<file path="src/rtl/systolic_feeder.sv">
// Operand feeder for an NxN systolic array: load, feed, flush, readout.
// Define FEEDER_SKEW_EN for on-chip diagonal skew; default feeds pre-skewed rows.
module systolic_feeder #(
    parameter int N = 8
) (
    input  logic         clk,
    input  logic         rst_n,
    input  logic         ena,
    input  logic         start,
    input  logic [N-1:0] data_in,
    input  logic         data_valid,
    output logic         busy,
    output logic [N-1:0] in1,
    output logic [N-1:0] in2,
    output logic         readout,
    output logic         out_valid,
    output logic         done
);

    localparam int CW = $clog2(2 * N + 1);
    localparam int AW = (N > 1) ? $clog2(N) : 1;
`ifdef FEEDER_SKEW_EN
    localparam int FEED_LAST = 2 * N - 2;
`else
    localparam int FEED_LAST = N - 1;
`endif

    typedef enum logic [2:0] {IDLE, LOAD, FEED, FLUSH, READ} state_t;

    state_t        state_q, state_d;
    logic [CW-1:0] cnt_q, cnt_d;
    logic [N-1:0]  a_q [N];
    logic [N-1:0]  b_q [N];
    logic          wr_a, wr_b;
    logic [AW-1:0] widx;

    logic          busy_q, busy_d;
    logic          readout_q, readout_d;
    logic          out_valid_q, out_valid_d;
    logic          done_q, done_d;
    logic [N-1:0]  in1_q, in1_d;
    logic [N-1:0]  in2_q, in2_d;

    always_comb begin
        state_d = state_q;
        cnt_d   = cnt_q;
        wr_a    = 1'b0;
        wr_b    = 1'b0;
        widx    = AW'((cnt_q < CW'(N)) ? cnt_q : cnt_q - CW'(N));
        unique case (state_q)
            IDLE: begin
                if (start) begin
                    state_d = LOAD;
                    cnt_d   = '0;
                end
            end
            LOAD: begin
                if (data_valid) begin
                    wr_a = (cnt_q < CW'(N));
                    wr_b = !(cnt_q < CW'(N));
                    if (cnt_q == CW'(2 * N - 1)) begin
                        state_d = FEED;
                        cnt_d   = '0;
                    end else begin
                        cnt_d = cnt_q + 1'b1;
                    end
                end
            end
            FEED: begin
                if (cnt_q == CW'(FEED_LAST)) begin
                    state_d = FLUSH;
                    cnt_d   = '0;
                end else begin
                    cnt_d = cnt_q + 1'b1;
                end
            end
            FLUSH: begin
                if (cnt_q == CW'(N - 1)) begin
                    state_d = READ;
                    cnt_d   = '0;
                end else begin
                    cnt_d = cnt_q + 1'b1;
                end
            end
            READ: begin
                if (cnt_q == CW'(N)) begin
                    state_d = IDLE;
                    cnt_d   = '0;
                end else begin
                    cnt_d = cnt_q + 1'b1;
                end
            end
            default: begin
                state_d = IDLE;
                cnt_d   = '0;
            end
        endcase
    end

    // Outputs are computed from the next state so the registers line up with state_q.
    always_comb begin : out_c
        int            r;
        logic [AW-1:0] ri;
        r           = 0;
        ri          = '0;
        busy_d      = (state_d != IDLE);
        readout_d   = (state_d == READ);
        out_valid_d = (state_d == READ) && (cnt_d != '0);
        done_d      = (state_q == READ) && (state_d == IDLE);
        in1_d       = '0;
        in2_d       = '0;
`ifdef FEEDER_SKEW_EN
        for (int k = 0; k < N; k++) begin
            r  = int'(cnt_d) - k;
            ri = AW'(r);
            if (state_d == FEED && r >= 0 && r < N) begin
                in1_d[k] = a_q[ri][k];
                in2_d[k] = b_q[ri][k];
            end
        end
`else
        if (state_d == FEED) begin
            ri    = cnt_d[AW-1:0];
            in1_d = a_q[ri];
            in2_d = b_q[ri];
        end
`endif
    end

    always_ff @(posedge clk or negedge rst_n) begin
        if (!rst_n) begin
            state_q     <= IDLE;
            cnt_q       <= '0;
            for (int k = 0; k < N; k++) begin
                a_q[k] <= '0;
                b_q[k] <= '0;
            end
            busy_q      <= 1'b0;
            readout_q   <= 1'b0;
            out_valid_q <= 1'b0;
            done_q      <= 1'b0;
            in1_q       <= '0;
            in2_q       <= '0;
        end else if (ena) begin
            state_q     <= state_d;
            cnt_q       <= cnt_d;
            if (wr_a) a_q[widx] <= data_in;
            if (wr_b) b_q[widx] <= data_in;
            busy_q      <= busy_d;
            readout_q   <= readout_d;
            out_valid_q <= out_valid_d;
            done_q      <= done_d;
            in1_q       <= in1_d;
            in2_q       <= in2_d;
        end
    end

    assign busy      = busy_q;
    assign readout   = readout_q;
    assign out_valid = out_valid_q;
    assign done      = done_q;
    assign in1       = in1_q;
    assign in2       = in2_q;

endmodule

</file>
<file path="config.mk">
export PLATFORM = sky130hd
export DESIGN_NAME = systolic_feeder
export DESIGN_NICKNAME = d
export VERILOG_FILES = /design/src/rtl/systolic_feeder.sv
export SDC_FILE = /design/constraint.sdc
export NUM_CORES = 1
export LEC_CHECK = 0
export ABC_AREA = 1
export BUFFER_PORTS_ARGS = -buffer_cell sky130_fd_sc_hd__buf_4
export CORE_MARGIN = 2
export CORE_UTILIZATION = 58
export CTS_BUF_LIST = sky130_fd_sc_hd__clkbuf_4
export CTS_CLUSTER_DIAMETER = 50
export CTS_CLUSTER_SIZE = 16
export DETAILED_ROUTE_END_ITERATION = 6
export GPL_ROUTABILITY_DRIVEN = 0
export PLACE_DENSITY = 0.79
export SYNTH_ARGS = -nofsm -noshare
export SYNTH_HDL_FRONTEND = slang
export SYNTH_SLANG_ARGS = --single-unit
export TNS_END_PERCENT = 5
</file>
<file path="constraint.sdc">
create_clock -name clk -period 2.1 [get_ports clk]
set_input_delay 0.21 -clock clk [delete_from_list [all_inputs] [get_ports clk]]
set_output_delay 0.21 -clock clk [all_outputs]
set_load 0.01 [all_outputs]
</file>
Yosys cells after proc, flatten, opt, wreduce, memory -nomap -nowiden. Cells that the tools add are included.

Flip-flop bits (word level): 156. Output and inout bits: 20. Word-level logic and storage cells: 82.

Add/subtract/negate cells: 2. $lt $le $gt $ge: 4. Equality and inequality tests: 9. Mux-type cells: 30. Bitwise gates (word level): 2. Reductions and logical operators: 11.

Operator list (count): bitwise mux 64 bit (2); two-way mux 8 bit (7); binary-select mux 8 bit (select 3 bit) (2); two-way mux 5 bit (5); demux 8 bit (select 3 bit) (1); two-way mux 3 bit (7); one-hot mux 5 bit (4 select lines) (1); one-hot mux 3 bit (5 select lines) (1); == test 5 x 4 -> 1 bit (second input constant) (2); == test 3 x 2 -> 1 bit (second input constant) (3); >= comparator 4 bit (second input constant) (2); NOT 3 -> 4 bit (2); == test 3 bit (second input constant) (2); logical NOT 3 bit (2); adder 5 x 1 -> 5 bit (second input constant) (1); == test 5 x 3 -> 1 bit (second input constant) (1); < comparator 5 x 4 -> 1 bit (second input constant) (1); nonzero test 5 bit (1); < comparator 4 x 1 -> 1 bit (second input constant) (1); two-way mux 1 bit (4); AND reduction 2 bit (2); == test 3 x 1 -> 1 bit (second input constant) (1); logical AND 1 bit (3); nonzero test 3 bit (1); other kinds (3) (3).

Logic depth before layout (Yosys ltp).
Depth after elaboration: 9. Gate-level depth with buffers: 17.

Worst setup path before layout. OpenSTA, ideal clock, no wires.

Path type: register -> register. Start: register cnt_q[0]. End: register in2_q[3] (netlist: in2[3]). Arrival: 1.954 ns. Required time: 1.982 ns. Path slack: 0.028 ns. Stages on the path, launching flop included: 17. Clock period less this slack: 2.072 ns. Path through: dfrtp_1 ha_1 nand2_1 nor2_1 ha_1 nor2_1 nand3_1 nand2_1 nand2_1 buf_2 buf_2 nand3_1 nand3_1 nand2_1 nand2_1 nand3_1 nand2_1.

Word-level cells in the longest chain between the ends: 9. Elaborated cells on any way between the ends: 22.

Ends and longest elaborated chain: start, declared (RTL line 31) `logic [CW-1:0] cnt_q, cnt_d;`; start signal, assigned (RTL line 146) `cnt_q <= cnt_d;`; adder 5 x 1 -> 5 bit / == test 5 x 4 -> 1 bit (equally long branches); two-way mux 5 bit (RTL line 61) `if (cnt_q == CW'(2 * N - 1)) begin`; two-way mux 5 bit (RTL line 58) `if (data_valid) begin`; one-hot mux 5 bit (4 select lines) (RTL line 50) `unique case (state_q)`; NOT 3 -> 4 bit (not written as such) (RTL line 125) `in2_d = b_q[ri];`; binary-select mux 8 bit (select 3 bit) (RTL line 125); two-way mux 8 bit (not written as such) (2 in series) (RTL line 125); two-way mux 8 bit (*) (RTL line 122) `if (state_d == FEED) begin`; end signal, assigned (RTL line 154) `in2_q <= in2_d;`; end, declared (RTL line 42) `logic [N-1:0] in2_q, in2_d;`.

Every way passes the cells marked *; elsewhere a longest branch is shown, timed or not. The select of a mux whose other input is x is not followed. A chain may end at the register's enable or synchronous reset.

Final worst setup path.
Start: register cnt_q[1]. End: register in1_q[1] (netlist: in1[1]).

Word-level cells in the longest chain between the ends: 9. Elaborated cells on any way between the ends: 22.

Ends and longest elaborated chain: adder 5 x 1 -> 5 bit / == test 5 x 4 -> 1 bit (equally long branches); two-way mux 5 bit (RTL line 61); two-way mux 5 bit (RTL line 58); one-hot mux 5 bit (4 select lines) (RTL line 50); NOT 3 -> 4 bit (not written as such) (RTL line 124) `in1_d = a_q[ri];`; binary-select mux 8 bit (select 3 bit) (RTL line 124); two-way mux 8 bit (not written as such) (2 in series) (RTL line 124); two-way mux 8 bit (*) (RTL line 122); end signal, assigned (RTL line 153) `in1_q <= in1_d;`; end, declared (RTL line 41) `logic [N-1:0] in1_q, in1_d;`.

Marked as above.

==> flow_summary.json <==
{
  "grt_max_degree": 56,
  "htreeDepth": 4,
  "avgSynthCellArea_um2": 7.99,
  "ant_nets": 0,
  "cp_max_fo": 16,
  "clkTransAtPathRegs_ns": 0.13,
  "max_slew_margin_pct": 52.3,
  "cts_buffer_depth": 2,
  "max_freq_ghz": 0.467,
  "critPathKind": "reg2reg",
  "die_h_um": 119,
  "synthTopCellsByArea": "dfrtp_1 51%, nand2_1 15%, nand3_1 10%",
  "hold_ws_ns": 0.0941,
  "finClkSkew_ns": 0.0217,
  "syn_area_um2": 7690,
  "synth_top_area_share_pct": 50.8,
  "fillerInstances": 1051,
  "ys_seq_area_share_pct": 50.8,
  "timing.final.crit_period_ns": 2.14,
  "p_comb_share_pct": 55.1,
  "syn_to_final_growth_pct": 15.4,
  "grt_use_met2_pct": 44.0,
  "dp_cells": 1164,
  "maxCapViolations": 0,
  "pwr-share-clk_pct": 14.3,
  "initial_utilization_pct": 58.7,
  "end_kind": "register",
  "cts_sinks": 156,
  "p_leak_nw": 4.29,
  "grt_pass1_wl_mm": 32.7,
  "core-area_um2": 13100,
  "grt.met3_usage_pct": 6.08,
  "slew_violations": 0,
  "fin_crit_sh_pct": 102,
  "synth-seq-cells": 156,
  "nets": 1031,
  "finalSetupViolations": 2,
  "hold_class": "in2async",
  "first_pass_iters": 7,
  "tns_ns": -0.0583,
  "place.port_buffers": 32,
  "vias": 6839,
  "dieArea_um2": 14200,
  "cts_root_buf": "clkbuf_4",
  "cp-start-kind": "register",
  "dp_hpwl_mm": 12.7,
  "io_pins": 33,
  "tritoncts": "yes",
  "hold_viol": 0,
  "total_power_w": 0.0142,
  "layout_commonest_cell": "nand2_1",
  "rsz0062_at_grt": "yes",
  "grtUsageTotal_pct": 29.6,
  "syn_inst": 962,
  "numCtsBuffers": 17,
  "yosys_warnings": 0,
  "worst_slack_ns": -0.0434,
  "drt-total-wl_mm": 20.4,
  "grt_pass1_vias": 6249,
  "drive_gt1_share_pct": 15.3,
  "p_int_w": 0.00810,
  "seqPwrFrac_pct": 30.6,
  "synth_cell_type_count": 28,
  "drc_errors": 0,
  "synth.net_count": 979,
  "vdd_ir_drop_max_v": 0.000812,
  "use_met1_pct": 43.4,
  "synth_top_cell_by_area": "dfrtp_1",
  "status": "finished, violations left",
  "most-common-layout-cells": "295 x nand2_1, 156 x dfrtp_1, 154 x nand3_1, 138 x o21ai_0, 73 x inv_1",
  "tightest_slew_ns": 0.715,
  "violations": "negative setup slack",
  "clk_latency_ns": 0.58,
  "swShare_pct": 43.1,
  "antenna_found_initial": 1,
  "rows": 42,
  "wire_per_inst_um": 16.9,
  "grt_overflow": 0,
  "drt_iter0_markers": 877,
  "required_ns": 2.57,
  "crit_arrival_ns": 2.62,
  "p_sw_w": 0.00612,
  "final_cells": 1204,
  "busiest_layer": "met2",
  "via_per_inst": 5.68,
  "power_density_nw_per_um2": 1600,
  "dieWidth_um": 119
}
-- final timing paths --
path / startpoint / slack, ns / cells past startpoint / endpoint
max: cnt_q[1] / -0.04 / 15 / in1[1]
min: rst_n / 0.09 / 2 / b_q[31]
max reg2reg: cnt_q[1] / -0.04 / 15 / in1[1]
min reg2reg: readout / 0.49 / 2 / readout
max in group asynchronous: rst_n / 1.37 / 3 / a_q[42]
min in group clk: data_valid / 0.10 / 5 / cnt_q[4]
-- metrics by stage --
step,area [µm²],util (%),setup slack (ns)
final,8870,67.8,-0.0434
after global routing,8870,67.8,-0.166
after CTS,8770,67.1,0.00820
after detailed placement,8320,63.6,-0.0955
after global placement,8320,63.6,-0.0595
after floorplan,7690,-,0.0284
-- synth_stat cells (all sizes together) --
cell type and count:
xor2 1, nor4 1, dfrtp 156, o21ai 141, clkbuf 18, nand3b 19
inv 79, nand3 155, a31oi 1, nor2 19, ha 4, nand4 1
mux2i 1, clkinv 3, nor3 11, buf 40, nand2 311, o21a 1
-- flip-flops by register name (all words and copies together) (netlist names) --
register and flops:
a_q 64, b_q 64, busy 1, cnt_q 5
done 1, in1 8, in2 8, out_valid 1
readout 1, state_q 3
-- worst max-delay path, stage by stage (launching register included) --
cell and delay (ns):
dfrtp_1 0.40, buf_4 0.17, inv_1 0.10, ha_4 0.13, nand2_1 0.05, clkinv_1 0.04, nand2_1 0.07, nand2_2 0.10
nand2_2 0.08, nand2_4 0.14, buf_4 0.26, nand3_1 0.13, nand3_1 0.12, nand3_1 0.12, nand3_2 0.11, nand2_1 0.05
-- final cells by class --
class | instances | area (µm²) | area share, %
diodes | 1 | 2.50 | 0.0282
clock buffers | 19 | 143 | 1.61
clock inverters | 13 | 173 | 1.95
inverters | 82 | 312 | 3.51
multi-input cells | 666 | 3180 | 35.8
flip-flops and latches | 156 | 3900 | 44.0
well taps | 176 | 220 | 2.48
repair buffers | 91 | 938 | 10.6
-- cell families (layout without fill, tap and decap cells) --
family / count (synthesis) / after routing / synth area share, %
compound gates: 143 / 143 / 9.56
simple gates: 517 / 517 / 29.9
mux: 1 / 1 / 0.130
xor+xnor: 1 / 1 / 0.114
buf+inv: 140 / 205 / 8.89
fa+ha+maj: 4 / 4 / 0.651
flops: 156 / 156 / 50.8
other cells: 0 / 1 / 0
-- layer usage --
layer / part of all wire (%) / wire length, µm
met4: 2.5 / 507
met3: 8.1 / 1650
met1: 44 / 9040
met2: 45 / 9210
met5: 0 / 0
-- power by group through the flow --
stage,clock network (W),registers [W],logic (W)
floorplan,0,0.00430,0.00474
global placement,0,0.00437,0.00677
detailed placement,0,0.00439,0.00685
CTS,0.00204,0.00434,0.00739
global route,0.00216,0.00445,0.00856
finish,0.00203,0.00435,0.00783
-- what timing repair did --
action	in CTS	in global routing
setup endpoints to repair	16	25
endpoints found under the hold margin	162	0
pin swaps	5	3
resized for setup	12	12
hold buffers	2	0
cloned	2	2
setup buffers	1	0
No activity file was read; power rests on OpenSTA's default activity.
